### config.mk
export PLATFORM = sky130hd
export DESIGN_NAME = delay_sum_beamformer_flat
export DESIGN_NICKNAME = d
export VERILOG_FILES = /design/src/rtl/delay_sum_beamformer_pkg.sv /design/src/rtl/delay_sum_beamformer_if.sv /design/src/rtl/delay_sum_beamformer_ring.sv /design/src/rtl/delay_sum_beamformer.sv /design/src/flat_wrapper.sv
export SDC_FILE = /design/constraint.sdc
export NUM_CORES = 2
export LEC_CHECK = 0
export ABC_CLOCK_PERIOD_IN_PS = 6450
export BUFFER_PORTS_ARGS = -buffer_cell sky130_fd_sc_hd__buf_2
export CORE_ASPECT_RATIO = 1.1
export CORE_UTILIZATION = 60
export DETAILED_ROUTE_END_ITERATION = 6
export GPL_TIMING_DRIVEN = 1
export PLACE_DENSITY = 0.82
export SYNTH_ARGS = -nofsm -noshare
export SYNTH_HDL_FRONTEND = slang
export SYNTH_SLANG_ARGS = --single-unit
### constraint.sdc
create_clock -name clk -period 6.45 [get_ports clk]
set_input_delay 0.645 -clock clk [delete_from_list [all_inputs] [get_ports clk]]
set_output_delay 0.645 -clock clk [all_outputs]
set_load 0.005 [all_outputs]
### src/rtl/delay_sum_beamformer_pkg.sv
// beamformer_pkg
//   Shared definitions for the delay-and-sum beamformer slice:
//   - default parameter values (NUM_CH_DEF, SAMPLE_W_DEF, DEPTH_DEF)
//   - FSM state encoding (IDLE, ACCUM)
//   - calc_out_w(): output width that holds the sum of num_ch samples exactly
package beamformer_pkg;

    localparam int NUM_CH_DEF   = 4;
    localparam int SAMPLE_W_DEF = 16;
    localparam int DEPTH_DEF    = 16;

    typedef enum logic {
        IDLE  = 1'b0,
        ACCUM = 1'b1
    } state_t;

    // One extra bit per doubling of the channel count keeps the sum exact.
    function automatic int calc_out_w(input int sample_w, input int num_ch);
        return sample_w + $clog2(num_ch);
    endfunction

endpackage

### src/rtl/delay_sum_beamformer_if.sv
// delay_sum_beamformer_if
//   Bundles the frame, configuration and result signals of the beamformer.
//   Handshake: there is no back-pressure. sample_valid is a one-cycle frame
//   strobe; a strobe that arrives while busy is dropped and flagged through
//   overrun. out_valid is a one-cycle result strobe; out_data holds its value
//   until the next out_valid.
//   master: frame source / host side.  slave: the beamformer core.
//   dbg_state exposes the core FSM state.
interface delay_sum_beamformer_if #(
    parameter int NUM_CH   = beamformer_pkg::NUM_CH_DEF,
    parameter int SAMPLE_W = beamformer_pkg::SAMPLE_W_DEF,
    parameter int DEPTH    = beamformer_pkg::DEPTH_DEF
);
    localparam int OUT_W = beamformer_pkg::calc_out_w(SAMPLE_W, NUM_CH);

    logic                       sample_valid;
    logic [NUM_CH*SAMPLE_W-1:0] sample_in;
    logic                       cfg_we;
    logic [$clog2(NUM_CH)-1:0]  cfg_ch;
    logic [$clog2(DEPTH)-1:0]   cfg_delay;
    logic                       cfg_commit;
    logic                       avg_mode;
    logic                       clr_overrun;
    logic                       out_valid;
    logic [OUT_W-1:0]           out_data;
    logic                       busy;
    logic                       overrun;
    beamformer_pkg::state_t     dbg_state;

    modport master (
        output sample_valid, sample_in, cfg_we, cfg_ch, cfg_delay, cfg_commit,
               avg_mode, clr_overrun,
        input  out_valid, out_data, busy, overrun, dbg_state
    );

    modport slave (
        input  sample_valid, sample_in, cfg_we, cfg_ch, cfg_delay, cfg_commit,
               avg_mode, clr_overrun,
        output out_valid, out_data, busy, overrun, dbg_state
    );

endinterface

### src/rtl/delay_sum_beamformer_ring.sv
// sample_ring
//   Circular history buffer for one channel.
//   Ports: clk, rst_n (async clear of every entry), we/wr_ptr/din (write
//   port), rd_idx -> dout (asynchronous read port).
module sample_ring #(
    parameter int SAMPLE_W = 16,
    parameter int DEPTH    = 16
) (
    input  logic                     clk,
    input  logic                     rst_n,
    input  logic                     we,
    input  logic [$clog2(DEPTH)-1:0] wr_ptr,
    input  logic [SAMPLE_W-1:0]      din,
    input  logic [$clog2(DEPTH)-1:0] rd_idx,
    output logic [SAMPLE_W-1:0]      dout
);

    logic [SAMPLE_W-1:0] mem_q [DEPTH];
    logic [SAMPLE_W-1:0] mem_d [DEPTH];

    always_comb begin
        mem_d = mem_q;
        if (we) begin
            mem_d[wr_ptr] = din;
        end
    end

    // Cleared entries double as the "not yet written" value of 0.
    always_ff @(posedge clk or negedge rst_n) begin
        if (!rst_n) begin
            for (int i = 0; i < DEPTH; i++) begin
                mem_q[i] <= '0;
            end
        end else begin
            mem_q <= mem_d;
        end
    end

    assign dout = mem_q[rd_idx];

endmodule

### src/rtl/delay_sum_beamformer.sv
// delay_sum_beamformer
//   Stores each accepted frame of NUM_CH signed samples in per-channel ring
//   buffers, then sums one delayed sample per channel (one channel per
//   cycle) into out_data. Delays are double-buffered: cfg_we fills shadow
//   registers, cfg_commit copies them to the active set at a frame boundary.
//   Ports: clk, rst_n (async, active-low), bus (slave side of
//   delay_sum_beamformer_if).
module delay_sum_beamformer
    import beamformer_pkg::*;
#(
    parameter int NUM_CH   = NUM_CH_DEF,
    parameter int SAMPLE_W = SAMPLE_W_DEF,
    parameter int DEPTH    = DEPTH_DEF
) (
    input  logic                   clk,
    input  logic                   rst_n,
    delay_sum_beamformer_if.slave  bus
);

    localparam int CH_W  = $clog2(NUM_CH);
    localparam int PTR_W = $clog2(DEPTH);
    localparam int OUT_W = calc_out_w(SAMPLE_W, NUM_CH);

    state_t                   state_q, state_d;
    logic [CH_W-1:0]          ch_idx_q, ch_idx_d;
    logic [PTR_W-1:0]         wr_ptr_q, wr_ptr_d;
    logic [PTR_W-1:0]         shadow_q [NUM_CH];
    logic [PTR_W-1:0]         shadow_d [NUM_CH];
    logic [PTR_W-1:0]         active_q [NUM_CH];
    logic [PTR_W-1:0]         active_d [NUM_CH];
    logic                     pending_q, pending_d;
    logic                     avg_q, avg_d;
    logic signed [OUT_W-1:0]  acc_q, acc_d;
    logic signed [OUT_W-1:0]  out_data_q, out_data_d;
    logic                     out_valid_q, out_valid_d;
    logic                     overrun_q, overrun_d;

    logic                     accept;
    logic                     drop;
    logic                     last_ch;
    logic                     commit_now;
    logic [PTR_W-1:0]         rd_idx    [NUM_CH];
    logic [SAMPLE_W-1:0]      ring_dout [NUM_CH];
    logic [SAMPLE_W-1:0]      cur_sample;
    logic signed [OUT_W-1:0]  cur_ext;
    logic signed [OUT_W-1:0]  acc_sum;

    assign accept  = bus.sample_valid && (state_q == IDLE);
    assign drop    = bus.sample_valid && (state_q == ACCUM);
    assign last_ch = (ch_idx_q == CH_W'(NUM_CH - 1));

    // wr_ptr has already advanced past the newest frame during ACCUM, so
    // delay 0 lands on wr_ptr-1; PTR_W-bit arithmetic gives the mod-DEPTH wrap.
    for (genvar c = 0; c < NUM_CH; c++) begin : g_ring
        assign rd_idx[c] = wr_ptr_q - PTR_W'(1) - active_q[c];

        sample_ring #(
            .SAMPLE_W (SAMPLE_W),
            .DEPTH    (DEPTH)
        ) u_ring (
            .clk    (clk),
            .rst_n  (rst_n),
            .we     (accept),
            .wr_ptr (wr_ptr_q),
            .din    (bus.sample_in[c*SAMPLE_W +: SAMPLE_W]),
            .rd_idx (rd_idx[c]),
            .dout   (ring_dout[c])
        );
    end

    assign cur_sample = ring_dout[ch_idx_q];
    assign cur_ext    = {{CH_W{cur_sample[SAMPLE_W-1]}}, cur_sample};
    assign acc_sum    = acc_q + cur_ext;

    // FSM state register
    always_ff @(posedge clk or negedge rst_n) begin
        if (!rst_n) begin
            state_q <= IDLE;
        end else begin
            state_q <= state_d;
        end
    end

    // FSM next state
    always_comb begin
        state_d = state_q;
        case (state_q)
            IDLE:    if (bus.sample_valid) state_d = ACCUM;
            ACCUM:   if (last_ch)          state_d = IDLE;
            default:                       state_d = IDLE;
        endcase
    end

    // FSM outputs and datapath next values
    always_comb begin
        ch_idx_d    = ch_idx_q;
        wr_ptr_d    = wr_ptr_q;
        shadow_d    = shadow_q;
        active_d    = active_q;
        pending_d   = pending_q;
        avg_d       = avg_q;
        acc_d       = acc_q;
        out_data_d  = out_data_q;
        out_valid_d = 1'b0;
        overrun_d   = overrun_q;

        if (bus.cfg_we) begin
            shadow_d[bus.cfg_ch] = bus.cfg_delay;
        end

        // shadow_q is the pre-write value, so a same-cycle cfg_we is not
        // part of this commit. A deferred commit lands on the next accept.
        commit_now = accept ? (bus.cfg_commit || pending_q)
                            : ((state_q == IDLE) && bus.cfg_commit);
        if (commit_now) begin
            active_d  = shadow_q;
            pending_d = 1'b0;
        end else if (bus.cfg_commit && (state_q == ACCUM)) begin
            pending_d = 1'b1;
        end

        if (accept) begin
            wr_ptr_d = wr_ptr_q + PTR_W'(1);
            acc_d    = '0;
            ch_idx_d = '0;
            avg_d    = bus.avg_mode;
        end else if (state_q == ACCUM) begin
            acc_d    = acc_sum;
            ch_idx_d = ch_idx_q + CH_W'(1);
            if (last_ch) begin
                out_data_d  = avg_q ? (acc_sum >>> CH_W) : acc_sum;
                out_valid_d = 1'b1;
            end
        end

        // A drop in the same cycle as a clear leaves the flag set.
        if (drop) begin
            overrun_d = 1'b1;
        end else if (bus.clr_overrun) begin
            overrun_d = 1'b0;
        end
    end

    always_ff @(posedge clk or negedge rst_n) begin
        if (!rst_n) begin
            ch_idx_q    <= '0;
            wr_ptr_q    <= '0;
            for (int i = 0; i < NUM_CH; i++) begin
                shadow_q[i] <= '0;
                active_q[i] <= '0;
            end
            pending_q   <= 1'b0;
            avg_q       <= 1'b0;
            acc_q       <= '0;
            out_data_q  <= '0;
            out_valid_q <= 1'b0;
            overrun_q   <= 1'b0;
        end else begin
            ch_idx_q    <= ch_idx_d;
            wr_ptr_q    <= wr_ptr_d;
            shadow_q    <= shadow_d;
            active_q    <= active_d;
            pending_q   <= pending_d;
            avg_q       <= avg_d;
            acc_q       <= acc_d;
            out_data_q  <= out_data_d;
            out_valid_q <= out_valid_d;
            overrun_q   <= overrun_d;
        end
    end

    assign bus.out_valid = out_valid_q;
    assign bus.out_data  = out_data_q;
    assign bus.busy      = (state_q == ACCUM);
    assign bus.overrun   = overrun_q;
    assign bus.dbg_state = state_q;

endmodule

### src/flat_wrapper.sv
// flat-port wrapper written by rule: the top's interface ports become plain ports
module delay_sum_beamformer_flat import beamformer_pkg::*;
#(
    parameter int NUM_CH   = NUM_CH_DEF,
    parameter int SAMPLE_W = SAMPLE_W_DEF,
    parameter int DEPTH    = DEPTH_DEF
)
  (clk, rst_n, bus_sample_valid, bus_sample_in, bus_cfg_we, bus_cfg_ch, bus_cfg_delay, bus_cfg_commit, bus_avg_mode, bus_clr_overrun, bus_out_valid, bus_out_data, bus_busy, bus_overrun, bus_dbg_state);
  delay_sum_beamformer_if #(.NUM_CH(NUM_CH), .SAMPLE_W(SAMPLE_W), .DEPTH(DEPTH)) bus_i ();
  input  logic clk;
  input  logic rst_n;
  input wire logic [$bits(bus_i.sample_valid)-1:0] bus_sample_valid;
  input wire logic [$bits(bus_i.sample_in)-1:0] bus_sample_in;
  input wire logic [$bits(bus_i.cfg_we)-1:0] bus_cfg_we;
  input wire logic [$bits(bus_i.cfg_ch)-1:0] bus_cfg_ch;
  input wire logic [$bits(bus_i.cfg_delay)-1:0] bus_cfg_delay;
  input wire logic [$bits(bus_i.cfg_commit)-1:0] bus_cfg_commit;
  input wire logic [$bits(bus_i.avg_mode)-1:0] bus_avg_mode;
  input wire logic [$bits(bus_i.clr_overrun)-1:0] bus_clr_overrun;
  output wire logic [$bits(bus_i.out_valid)-1:0] bus_out_valid;
  output wire logic [$bits(bus_i.out_data)-1:0] bus_out_data;
  output wire logic [$bits(bus_i.busy)-1:0] bus_busy;
  output wire logic [$bits(bus_i.overrun)-1:0] bus_overrun;
  output wire logic [$bits(bus_i.dbg_state)-1:0] bus_dbg_state;
  assign bus_i.sample_valid = bus_sample_valid;
  assign bus_i.sample_in = bus_sample_in;
  assign bus_i.cfg_we = bus_cfg_we;
  assign bus_i.cfg_ch = bus_cfg_ch;
  assign bus_i.cfg_delay = bus_cfg_delay;
  assign bus_i.cfg_commit = bus_cfg_commit;
  assign bus_i.avg_mode = bus_avg_mode;
  assign bus_i.clr_overrun = bus_clr_overrun;
  assign bus_out_valid = bus_i.out_valid;
  assign bus_out_data = bus_i.out_data;
  assign bus_busy = bus_i.busy;
  assign bus_overrun = bus_i.overrun;
  assign bus_dbg_state = bus_i.dbg_state;
  delay_sum_beamformer #(.NUM_CH(NUM_CH), .SAMPLE_W(SAMPLE_W), .DEPTH(DEPTH)) u_core (.clk(clk), .rst_n(rst_n), .bus(bus_i));
endmodule
==> flow_metrics.env <==
export IMPL_status="complete, no violations"
export IMPL_pre_cts_ws_ns=0.0326
export IMPL_yosys_area_top_type_share=0.548
export IMPL_rsz0062_at_grt="false"
export IMPL_grt_pass1_vias=31886
export IMPL_drc=0
export IMPL_nFillCells=5297
export IMPL_maxSlewViolCount=0
export IMPL_syn_inst=3182
export IMPL_critPathLaunch="u_core.wr_ptr_q[1]"
export IMPL_grt_overflow=0
export IMPL_final_setup_tns_ns=0
export IMPL_die_x_um=278
export IMPL_endpoint_kind="register"
export IMPL_critPathArrivalTime_ns=6.87
export IMPL_wirelength_mm=127
export IMPL_final_cells=4402
export IMPL_tritoncts="done"
export IMPL_yosys_top_cells_area="dfrtp_1, mux2_2, mux4_2, clkbuf_1, ha_1"
export IMPL_slowest_delay_ns=0.68
export IMPL_fp_dieH_um=306
export IMPL_setup_ws_ns=0.146
export IMPL_clk_pin_slew_ns=0.07
export IMPL_crit_type="reg2reg"
export IMPL_first_iter_violations=2614
export IMPL_core_area_um2=83200
export IMPL_cts_root_buf="clkbuf_16"
export IMPL_maxCapViolCount=0
export IMPL_holdBufCountCts=0
export IMPL_tightest_slew_ns=1.19
export IMPL_vias=29065
export IMPL_routabilityCongestion=0.936
export IMPL_fmax_ghz=0.159
export IMPL_crit_buf_inv=3
export IMPL_synth_area_um2=50400
export IMPL_synth_edff_count=0
export IMPL_crit_family="compound AO/OA/AOI/OAI gates"
export IMPL_clk_insertion_delay_late_ns=0.70
export IMPL_layout_drive_gt1_share=0.529
export IMPL_grt_use_total=0.309
export IMPL_startpoint_type="register"
export IMPL_ys_flop_type="dfrtp_1"
export IMPL_synth_seq_area_share=0.548
export IMPL_path_cells="inv_1, ha_1, xor2_1, buf_4, ha_1, a21oi_1, xnor2_4, buf_4, a211oi_1, a31oi_1, mux4_2, ha_1, and3_1, a221o_1, a21o_1, a31oi_1, o31ai_1, xor2_1, xor2_1, a221o_1"
export IMPL_post_route_period_util=0.977
export IMPL_clkSinkCount=1103
export IMPL_ys_types=50
export IMPL_grt_pass1_wl_mm=198
export IMPL_skew_ns=0.0323
export IMPL_slew_limit_headroom=0.206
export IMPL_cts_buffer_depth=3
export IMPL_synth_largest_area_cell="dfrtp_1"
export IMPL_worstHoldPathType="in2async"
export IMPL_rows=111
export IMPL_final_cell_mix="dfrtp_1, mux2_2, mux4_2"
export IMPL_critical_path_max_fanout=13
export IMPL_post_route_min_period_ns=6.30
export IMPL_fin_nets=3342
export IMPL_detail_route_antenna_nets=0
export IMPL_vias_per_cell=6.60
export IMPL_die_area_um2=85100
export IMPL_finalSetupViolCount=0
export IMPL_syn_avg_cell_area_um2=15.8
export IMPL_cp_slowest_cell="a31oi_1"
export IMPL_dpl_hpwl_mm=75.7
export IMPL_yosys_register_bits=1103
export IMPL_cp_required_ns=7.02
export IMPL_hold_violations=0
export IMPL_ios=99
export IMPL_synth_async_reset_ratio=1.00
export IMPL_htree_levels=3
export IMPL_layout_commonest_cell="dfrtp_1"
export IMPL_holdWs_ns=0.0150
export IMPL_r2r_start="u_core.wr_ptr_q[1]"
export IMPL_numCtsBuffers=109
export IMPL_start_util=0.605
export IMPL_synthesis_nets=3298
export IMPL_placed_cells=4184
export IMPL_wire_per_inst_um=28.9
export IMPL_io_buffers=98
export IMPL_grt_max_degree=181
export IMPL_dr_pass1_iters=6
export IMPL_antenna_found_initial=26
export IMPL_area_growth_syn_to_layout_pct=11.9
export IMPL_yosys_warnings=0
worst reg2reg max path, stage by stage, from the launching register on:
cell and delay [ns]:
dfrtp_1 0.45, inv_1 0.12, ha_1 0.26, xor2_1 0.21, buf_4 0.18, ha_1 0.51
a21oi_1 0.23, xnor2_4 0.54, buf_4 0.35, a211oi_1 0.07, a31oi_1 0.68, mux4_2 0.39
ha_1 0.29, and3_1 0.22, a221o_1 0.34, a21o_1 0.19, a31oi_1 0.30, o31ai_1 0.16
xor2_1 0.19, xor2_1 0.16, a221o_1 0.35
through the flow:
step           utilization  area (um2)
6_report             0.677       56300
5_1_grt              0.677       56300
4_1_cts              0.676       56200
3_5_place_dp         0.630       52400
3_3_place_gp         0.630       52400
2_1_floorplan            -       50400
state kept, by name (all words and copies together), names as in the netlist, 2 cells and up:
signal / flops
u_core.ch_idx_q: 2
u_core.active_q: 16
u_core.wr_ptr_q: 4
u_core.shadow_q: 16
u_core.g_ring.u_ring.mem_q: 1024
u_core.bus.out_data: 18
u_core.acc_q: 18
worst paths after layout:
path	depth (start not counted)	slack, ns	endpoint
min in group clk	2	0.15	u_core.bus.overrun
max reg2reg	20	0.15	u_core.bus.out_data[16]
max	20	0.15	u_core.bus.out_data[16]
max in group asynchronous	2	4.73	u_core.bus.out_data[0]
min	1	0.02	u_core.g_ring[3].u_ring.mem_q[95]
min reg2reg	2	0.48	u_core.bus.out_data[13]
final cells by class:
cell class                 count  area, um2  share of cell area
clock inverter                39        509             0.00904
tap                         1073       1340              0.0238
inverter                      22       82.6             0.00147
sequential                  1103      27600               0.490
antenna                       12       30.0            0.000533
multi-input combinational   1799      22000               0.391
timing repair buffer         191       1440              0.0255
clock buffer                 163       3300              0.0587
metal layers:
layer  routed length, um  vias up  global-route usage  share of wire
li1                    -    11960                   -              -
met2               62900      935               0.497           0.49
met1               51100    15856               0.410           0.40
met3                7250      296              0.0560          0.057
met5                 126        -                   0        0.00099
met4                5620       18               0.146          0.044
Yosys cell counts (3+ instances only):
master	n
o31ai_1	3
xor2_1	7
inv_1	22
nand2_1	101
buf_1	16
fa_1	5
clkbuf_1	231
xnor2_1	25
and3_1	3
a221o_1	3
buf_2	9
nand2b_1	5
mux2_2	1050
nand3_1	7
a21o_1	6
a22o_1	16
nor2b_1	3
o21ai_0	35
and2_1	32
mux4_1	12
a21oi_1	12
a22oi_1	3
mux2i_1	14
mux4_2	293
ha_1	34
a31oi_1	33
nor2_1	33
a211oi_1	33
nor3_1	5
o21ai_1	5
dfrtp_1	1103
cell families after synthesis:
group                      synth area share
and+or+nand+nor                      0.0179
buffers and inverters                0.0212
xor gates and xnor gates            0.00611
adders and majority gates            0.0104
muxes                                 0.375
DFF                                   0.548
AOI/OAI and AO/OA                    0.0213
repair_timing:
item	CTS	global route
resized for setup	1	4
endpoints found under the setup margin	1	10
buffers inserted	0	4
pin swaps	0	1
Power is left out: the tool's default activity adds up to more than one toggle a clock period on the data nets, which glitch-free logic cannot reach.
